## src/rtl/mem_arbiter.sv

```systemverilog
// mem_arbiter
// -----------
// Shares one single-port 256x16 synchronous RAM between master A (CPU) and
// master B (switch loader / debug port). Each access takes three cycles:
// IDLE (grant + capture) -> ACCESS (RAM address/data/write driven) -> RESP
// (one-cycle ack to the winner, read data latched at the closing edge).
// Ties are broken round-robin. Addresses with the top bit set, and the
// illegal command 11, are acked with an error and never reach the RAM.
//
// Ports:
//   clk                      rising-edge clock
//   reset                    asynchronous active-low reset
//   a_cmd/a_addr/a_wdata     master A request (00 none, 01 rd, 10 wr, 11 illegal)
//   a_ack/a_err/a_rdata      master A completion pulse, error flag, read data
//   b_*                      same set for master B
//   ram_addr/ram_din         registered RAM address / write data
//   ram_write                RAM write enable, high only in the ACCESS cycle
//   ram_dout                 RAM read data, valid the cycle after the address
//   busy                     high whenever the arbiter is not IDLE
module mem_arbiter #(
  parameter int AW = 9,
  parameter int DW = 16
) (
  input  logic          clk,
  input  logic          reset,
  input  logic [1:0]    a_cmd,
  input  logic [AW-1:0] a_addr,
  input  logic [DW-1:0] a_wdata,
  output logic          a_ack,
  output logic          a_err,
  output logic [DW-1:0] a_rdata,
  input  logic [1:0]    b_cmd,
  input  logic [AW-1:0] b_addr,
  input  logic [DW-1:0] b_wdata,
  output logic          b_ack,
  output logic          b_err,
  output logic [DW-1:0] b_rdata,
  output logic [AW-2:0] ram_addr,
  output logic [DW-1:0] ram_din,
  output logic          ram_write,
  input  logic [DW-1:0] ram_dout,
  output logic          busy
);

  localparam logic [1:0] CMD_NONE    = 2'b00;
  localparam logic [1:0] CMD_READ    = 2'b01;
  localparam logic [1:0] CMD_WRITE   = 2'b10;
  localparam logic [1:0] CMD_ILLEGAL = 2'b11;

  localparam logic PORT_A = 1'b0;
  localparam logic PORT_B = 1'b1;

  typedef enum logic [1:0] {
    ST_IDLE   = 2'b00,
    ST_ACCESS = 2'b01,
    ST_RESP   = 2'b10
  } state_e;

  // A request is refused when the command is illegal or the address lies
  // outside the RAM (top address bit set).
  function automatic logic is_rejected(input logic [1:0] cmd, input logic oor);
    return (cmd == CMD_ILLEGAL) || oor;
  endfunction

  state_e        state_q, state_d;
  logic          last_grant_q, last_grant_d;
  logic          win_q, win_d;
  logic [1:0]    cmd_q, cmd_d;
  logic          oor_q, oor_d;
  logic [AW-2:0] ram_addr_q, ram_addr_d;
  logic [DW-1:0] ram_din_q, ram_din_d;
  logic          ram_write_q, ram_write_d;
  logic          a_ack_q, a_ack_d;
  logic          a_err_q, a_err_d;
  logic [DW-1:0] a_rdata_q, a_rdata_d;
  logic          b_ack_q, b_ack_d;
  logic          b_err_q, b_err_d;
  logic [DW-1:0] b_rdata_q, b_rdata_d;
  logic          busy_q, busy_d;

  logic          a_pend;
  logic          b_pend;
  logic          grant_b;
  logic [1:0]    sel_cmd;
  logic [AW-1:0] sel_addr;
  logic [DW-1:0] sel_wdata;

  // Winner selection: a lone requester wins; on a tie the port that was not
  // granted last wins.
  always_comb begin
    a_pend = (a_cmd != CMD_NONE);
    b_pend = (b_cmd != CMD_NONE);
    if (a_pend && b_pend) begin
      grant_b = (last_grant_q == PORT_A);
    end else begin
      grant_b = b_pend;
    end
    if (grant_b) begin
      sel_cmd   = b_cmd;
      sel_addr  = b_addr;
      sel_wdata = b_wdata;
    end else begin
      sel_cmd   = a_cmd;
      sel_addr  = a_addr;
      sel_wdata = a_wdata;
    end
  end

  // Next-state and next-output logic for the IDLE/ACCESS/RESP sequence.
  always_comb begin
    state_d      = state_q;
    last_grant_d = last_grant_q;
    win_d        = win_q;
    cmd_d        = cmd_q;
    oor_d        = oor_q;
    ram_addr_d   = ram_addr_q;
    ram_din_d    = ram_din_q;
    ram_write_d  = 1'b0;
    a_ack_d      = 1'b0;
    a_err_d      = 1'b0;
    a_rdata_d    = a_rdata_q;
    b_ack_d      = 1'b0;
    b_err_d      = 1'b0;
    b_rdata_d    = b_rdata_q;

    case (state_q)
      ST_IDLE: begin
        if (a_pend || b_pend) begin
          win_d        = grant_b;
          last_grant_d = grant_b;
          cmd_d        = sel_cmd;
          oor_d        = sel_addr[AW-1];
          // RAM address/data are captured here so they are stable for the
          // whole ACCESS cycle and hold until the next grant.
          ram_addr_d   = sel_addr[AW-2:0];
          ram_din_d    = sel_wdata;
          ram_write_d  = (sel_cmd == CMD_WRITE) && !sel_addr[AW-1];
          state_d      = ST_ACCESS;
        end else begin
          state_d = ST_IDLE;
        end
      end
      ST_ACCESS: begin
        state_d = ST_RESP;
        if (win_q == PORT_B) begin
          b_ack_d = 1'b1;
          b_err_d = is_rejected(cmd_q, oor_q);
        end else begin
          a_ack_d = 1'b1;
          a_err_d = is_rejected(cmd_q, oor_q);
        end
      end
      ST_RESP: begin
        state_d = ST_IDLE;
        // ram_dout now holds the word sampled at the edge that closed ACCESS.
        if ((cmd_q == CMD_READ) && !oor_q) begin
          if (win_q == PORT_B) begin
            b_rdata_d = ram_dout;
          end else begin
            a_rdata_d = ram_dout;
          end
        end else begin
          a_rdata_d = a_rdata_q;
          b_rdata_d = b_rdata_q;
        end
      end
      default: begin
        state_d = ST_IDLE;
      end
    endcase

    busy_d = (state_d != ST_IDLE);
  end

  // State and output registers; reset drops every strobe immediately.
  always_ff @(posedge clk or negedge reset) begin
    if (!reset) begin
      state_q      <= ST_IDLE;
      last_grant_q <= PORT_B;
      win_q        <= PORT_A;
      cmd_q        <= CMD_NONE;
      oor_q        <= 1'b0;
      ram_addr_q   <= {(AW-1){1'b0}};
      ram_din_q    <= {DW{1'b0}};
      ram_write_q  <= 1'b0;
      a_ack_q      <= 1'b0;
      a_err_q      <= 1'b0;
      a_rdata_q    <= {DW{1'b0}};
      b_ack_q      <= 1'b0;
      b_err_q      <= 1'b0;
      b_rdata_q    <= {DW{1'b0}};
      busy_q       <= 1'b0;
    end else begin
      state_q      <= state_d;
      last_grant_q <= last_grant_d;
      win_q        <= win_d;
      cmd_q        <= cmd_d;
      oor_q        <= oor_d;
      ram_addr_q   <= ram_addr_d;
      ram_din_q    <= ram_din_d;
      ram_write_q  <= ram_write_d;
      a_ack_q      <= a_ack_d;
      a_err_q      <= a_err_d;
      a_rdata_q    <= a_rdata_d;
      b_ack_q      <= b_ack_d;
      b_err_q      <= b_err_d;
      b_rdata_q    <= b_rdata_d;
      busy_q       <= busy_d;
    end
  end

  assign a_ack     = a_ack_q;
  assign a_err     = a_err_q;
  assign a_rdata   = a_rdata_q;
  assign b_ack     = b_ack_q;
  assign b_err     = b_err_q;
  assign b_rdata   = b_rdata_q;
  assign ram_addr  = ram_addr_q;
  assign ram_din   = ram_din_q;
  assign ram_write = ram_write_q;
  assign busy      = busy_q;

endmodule

```

## config.mk

```make
export PLATFORM = sky130hd
export DESIGN_NAME = mem_arbiter
export DESIGN_NICKNAME = d
export VERILOG_FILES = /design/src/rtl/mem_arbiter.sv
export SDC_FILE = /design/constraint.sdc
export NUM_CORES = 1
export LEC_CHECK = 0
export BUFFER_PORTS_ARGS = -buffer_cell sky130_fd_sc_hd__buf_2
export CAP_MARGIN = 20
export CORE_MARGIN = 10
export CORE_UTILIZATION = 45
export CTS_BUF_LIST = sky130_fd_sc_hd__clkbuf_4
export DETAILED_ROUTE_END_ITERATION = 8
export GPL_TIMING_DRIVEN = 1
export HOLD_SLACK_MARGIN = 0.02
export PLACE_DENSITY = 0.8
export SETUP_SLACK_MARGIN = 0.1
export SYNTH_ARGS = -nofsm -noshare
export SYNTH_HDL_FRONTEND = slang
export SYNTH_SLANG_ARGS = --single-unit
```

## constraint.sdc

```tcl
create_clock -name clk -period 1.9 [get_ports clk]
set_input_delay 0.475 -clock clk [delete_from_list [all_inputs] [get_ports clk]]
set_output_delay 0.475 -clock clk [all_outputs]
set_load 0.05 [all_outputs]
```

==> metrics.md <==
| Metric | Value |
|---|---|
| Final Core Density | 60.2% |
| Largest net degree at the start of global routing | 70 |
| Clk buf depth | 2 |
| Final GP Congestion | 0.793 |
| Worst hold margin | 0.0722 ns |
| CP max stage delay | 0.40 ns |
| Number of enable-type register cells in the synthesized netlist | 0 |
| Sw Ratio | 51.9% |
| Share of the synthesized area in the top cell type | 58.8% |
| Synth top area cells | dfrtp_1, mux2_2, a21oi_1, nand2_1, nor2_1 |
| Nets | 460 |
| Worst Setup Path Type | reg2out |
| Max Cap Violations | 0 |
| Switching power | 4.27 mW |
| Htree depth | 3 |
| Max frequency | 640 MHz |
| Setup-failing EPs final | 0 |
| Cell count along the critical path | 1 |
| DRC | 0 |
| Post-Syn Instances | 249 |
| Vias/cell | 5.11 |
| Die Area | 10000 µm² |
| Die height | 100 µm |
| Maximum vdd drop | 1.41 mV |
| CP cell instances | buf_2 |
| Initial DRC Count | 66 |
| Most numerous cell in the Yosys netlist | dfrtp_1 |
| Synth warn | 0 |
| CTS sink cnt | 69 |
| Hpwl dp | 5880 µm |
| Mean area per synthesized cell | 11.6 µm² |
| # diodes | 0 |
| Overflow after GRT | 0 |
| TritonCTS clock tree | yes |
| Crit path required time | 1.42 ns |
| RSZ-0062 raised after global routing | no |
| Worst-path clk slew | 0.12 ns |
| Placed cells | 454 |
| Register area | 1730 µm² |
| Area of the core | 6310 µm² |
| Max Slew Vio Count | 0 |
| Main synth FF type | dfrtp_1 |
| Final wirelength | 7630 µm |
| Fin crit period | 1.56 ns |
| Inserted Clock Buffers | 9 |
| Ys async rst share | 100% |
| CP Max Fanout | 2 |
| Initial core utilization | 45.8% |
| Worst path slowest cell | dfrtp_1 |
| Final hold viol count | 0 |
| Syn nets | 321 |
| Leakage | 1.91 nW |
| Setup total negative slack | 0 ns |
| Setup Fix Bufs, Post-CTS | 0 |
| P_int | 3.95 mW |
| DP Area | 3640 µm² |
| Logic pwr share | 55.7% |
| Critical Path AT | 1.09 ns |
| Sequential-to-total area share from yosys stat | 59.8% |
| Top cells by count, synth | dfrtp_1, a21oi_1, mux2_2 |
| Cell Pwr Density | 2160 nW/µm² |
| CP top delay family | flip-flops |
| Status | finished clean |
| Global-route wire length before repair | 12300 µm |
| Relative slew slack | 74.0% |
| I/O Buffers | 133 |
| Final Worst Setup Slack | 0.338 ns |
| Worst Tran Pin Value | 0.388 ns |
| Clock Tree Root | clkbuf_4 |
| Yosys top cell by area | dfrtp_1 |
| Final cell count without fillers | 470 |
| Clock Power Share | 13.0% |
| Die Width | 100 µm |
| Initial antenna violation count | 0 |
| Pre-Repair DR Iteration Count | 4 |
| Worst setup SP type | flop |
| Row Count | 29 |
| Share of cells above drive strength 1 | 51.1% |
| Worst R2R Start | oor_q |
| Routed wire per std cell | 16.2 µm |
| Yosys cell types | 30 |
| Worst-case reg-to-reg path depth | 4 |
| Sequential group share of total power | 31.3% |
| Fin area | 3800 µm² |
| Io pins | 134 |
| Post-synth design cell area | 2890 µm² |
| Antenna-violating nets left | 0 |
| Area occupied by multi-input gates | 1070 µm² |
| Post-layout power | 8.22 mW |
| Worst-skew pair later-pin latency | 0.41 ns |
| HP Class | in2async |
| Kind of end point of the critical path | primary output |
| Period utilization | 82.2% |
| Syn-to-layout area delta | 31.5% |
| Total track usage | 15.1% |
| Hold buffer count at cts | 0 |
| Number of synthesized register bits | 69 |
| Worst Clk Skew | 0.0161 ns |
| Filler cells | 545 |
| Pre-CTS WS | 0.159 ns |
| Worst flop-to-flop path endpoint | a_rdata[9] |
| Vias in the first global route | 2522 |
| WP buf/inv | 1 |
| R2R setup slack | 0.36 ns |
| # resized after CTS | 0 |
| Via count | 2402 |
cells in the final DEF, fill, tap and decap left out, types with 2 or more instances in the layout:
| master | n |
|---|---|
| buf_2 | 133 |
| dfrtp_1 | 68 |
| a21oi_1 | 53 |
| mux2_2 | 33 |
| nand2_1 | 29 |
| nor2_1 | 27 |
| clkbuf_4 | 12 |
| buf_4 | 6 |
| nand2b_4 | 3 |
| inv_1 | 2 |
| and2_1 | 2 |
| or2b_1 | 2 |
| a22o_1 | 2 |
| bufinv_16 | 2 |
layer usage:
layer	wire (µm)	global-route usage (%)	part of all wire, %	vias to the layer above
met2	3310	21.7	43	122
met3	1090	8.59	14	11
met4	108	6.20	1.4	0
li1	-	-	-	1140
met5	0	0	0	-
met1	3130	18.3	41	1129
sequential cells by signal, summed over array words and instances, names as in the netlist:
name	cells
b_err	1
a_ack	1
win_q	1
ram_din	16
oor_q	1
busy	1
ram_addr	8
last_grant_q	1
b_rdata	16
b_ack	1
ram_write	1
a_rdata	16
cmd_q	2
state_q	2
a_err	1
kinds of logic (layout without fill, tap and decap cells):
| group | count (synthesis) | in the layout | share of synthesized area [%] |
|---|---|---|---|
| mux | 33 | 33 | 12.9 |
| flops | 69 | 69 | 59.8 |
| simple gates | 72 | 72 | 12.5 |
| buf+inv | 15 | 159 | 3.16 |
| compound gates | 60 | 60 | 11.7 |
power by group through the flow:
stage	clock (mW)	combinational, mW	sequential [mW]
6_report	1.07	4.58	2.57
3_5_place_dp	0	4.63	2.59
5_1_grt	1.18	4.88	2.65
3_3_place_gp	0	4.54	2.58
4_1_cts	1.10	4.64	2.57
2_1_floorplan	0	1.35	4.74
worst max-delay path by stage:
stage	startpoint	end	slack (ns)
after floorplan	oor_q	a_rdata[0]	0.35
after global placement	b_cmd[1]	ram_addr[1]	0.21
after detailed placement	b_cmd[1]	ram_din[6]	0.16
after CTS	ram_din[9]	ram_din[9]	0.31
after global routing	state_q[1]	ram_din[13]	0.29
final	ram_din[9]	ram_din[9]	0.34
final cells by class:
cell class,count,share of cell area [%]
Inverter,3,0.296
Clock inverter,4,1.91
Timing Repair Buffer,140,19.2
Tap cell,77,2.53
Multi-Input combinational cell,165,28.2
Sequential cell,69,45.5
Clock buffer,12,2.37
Power figures use the tool's default switching activity.
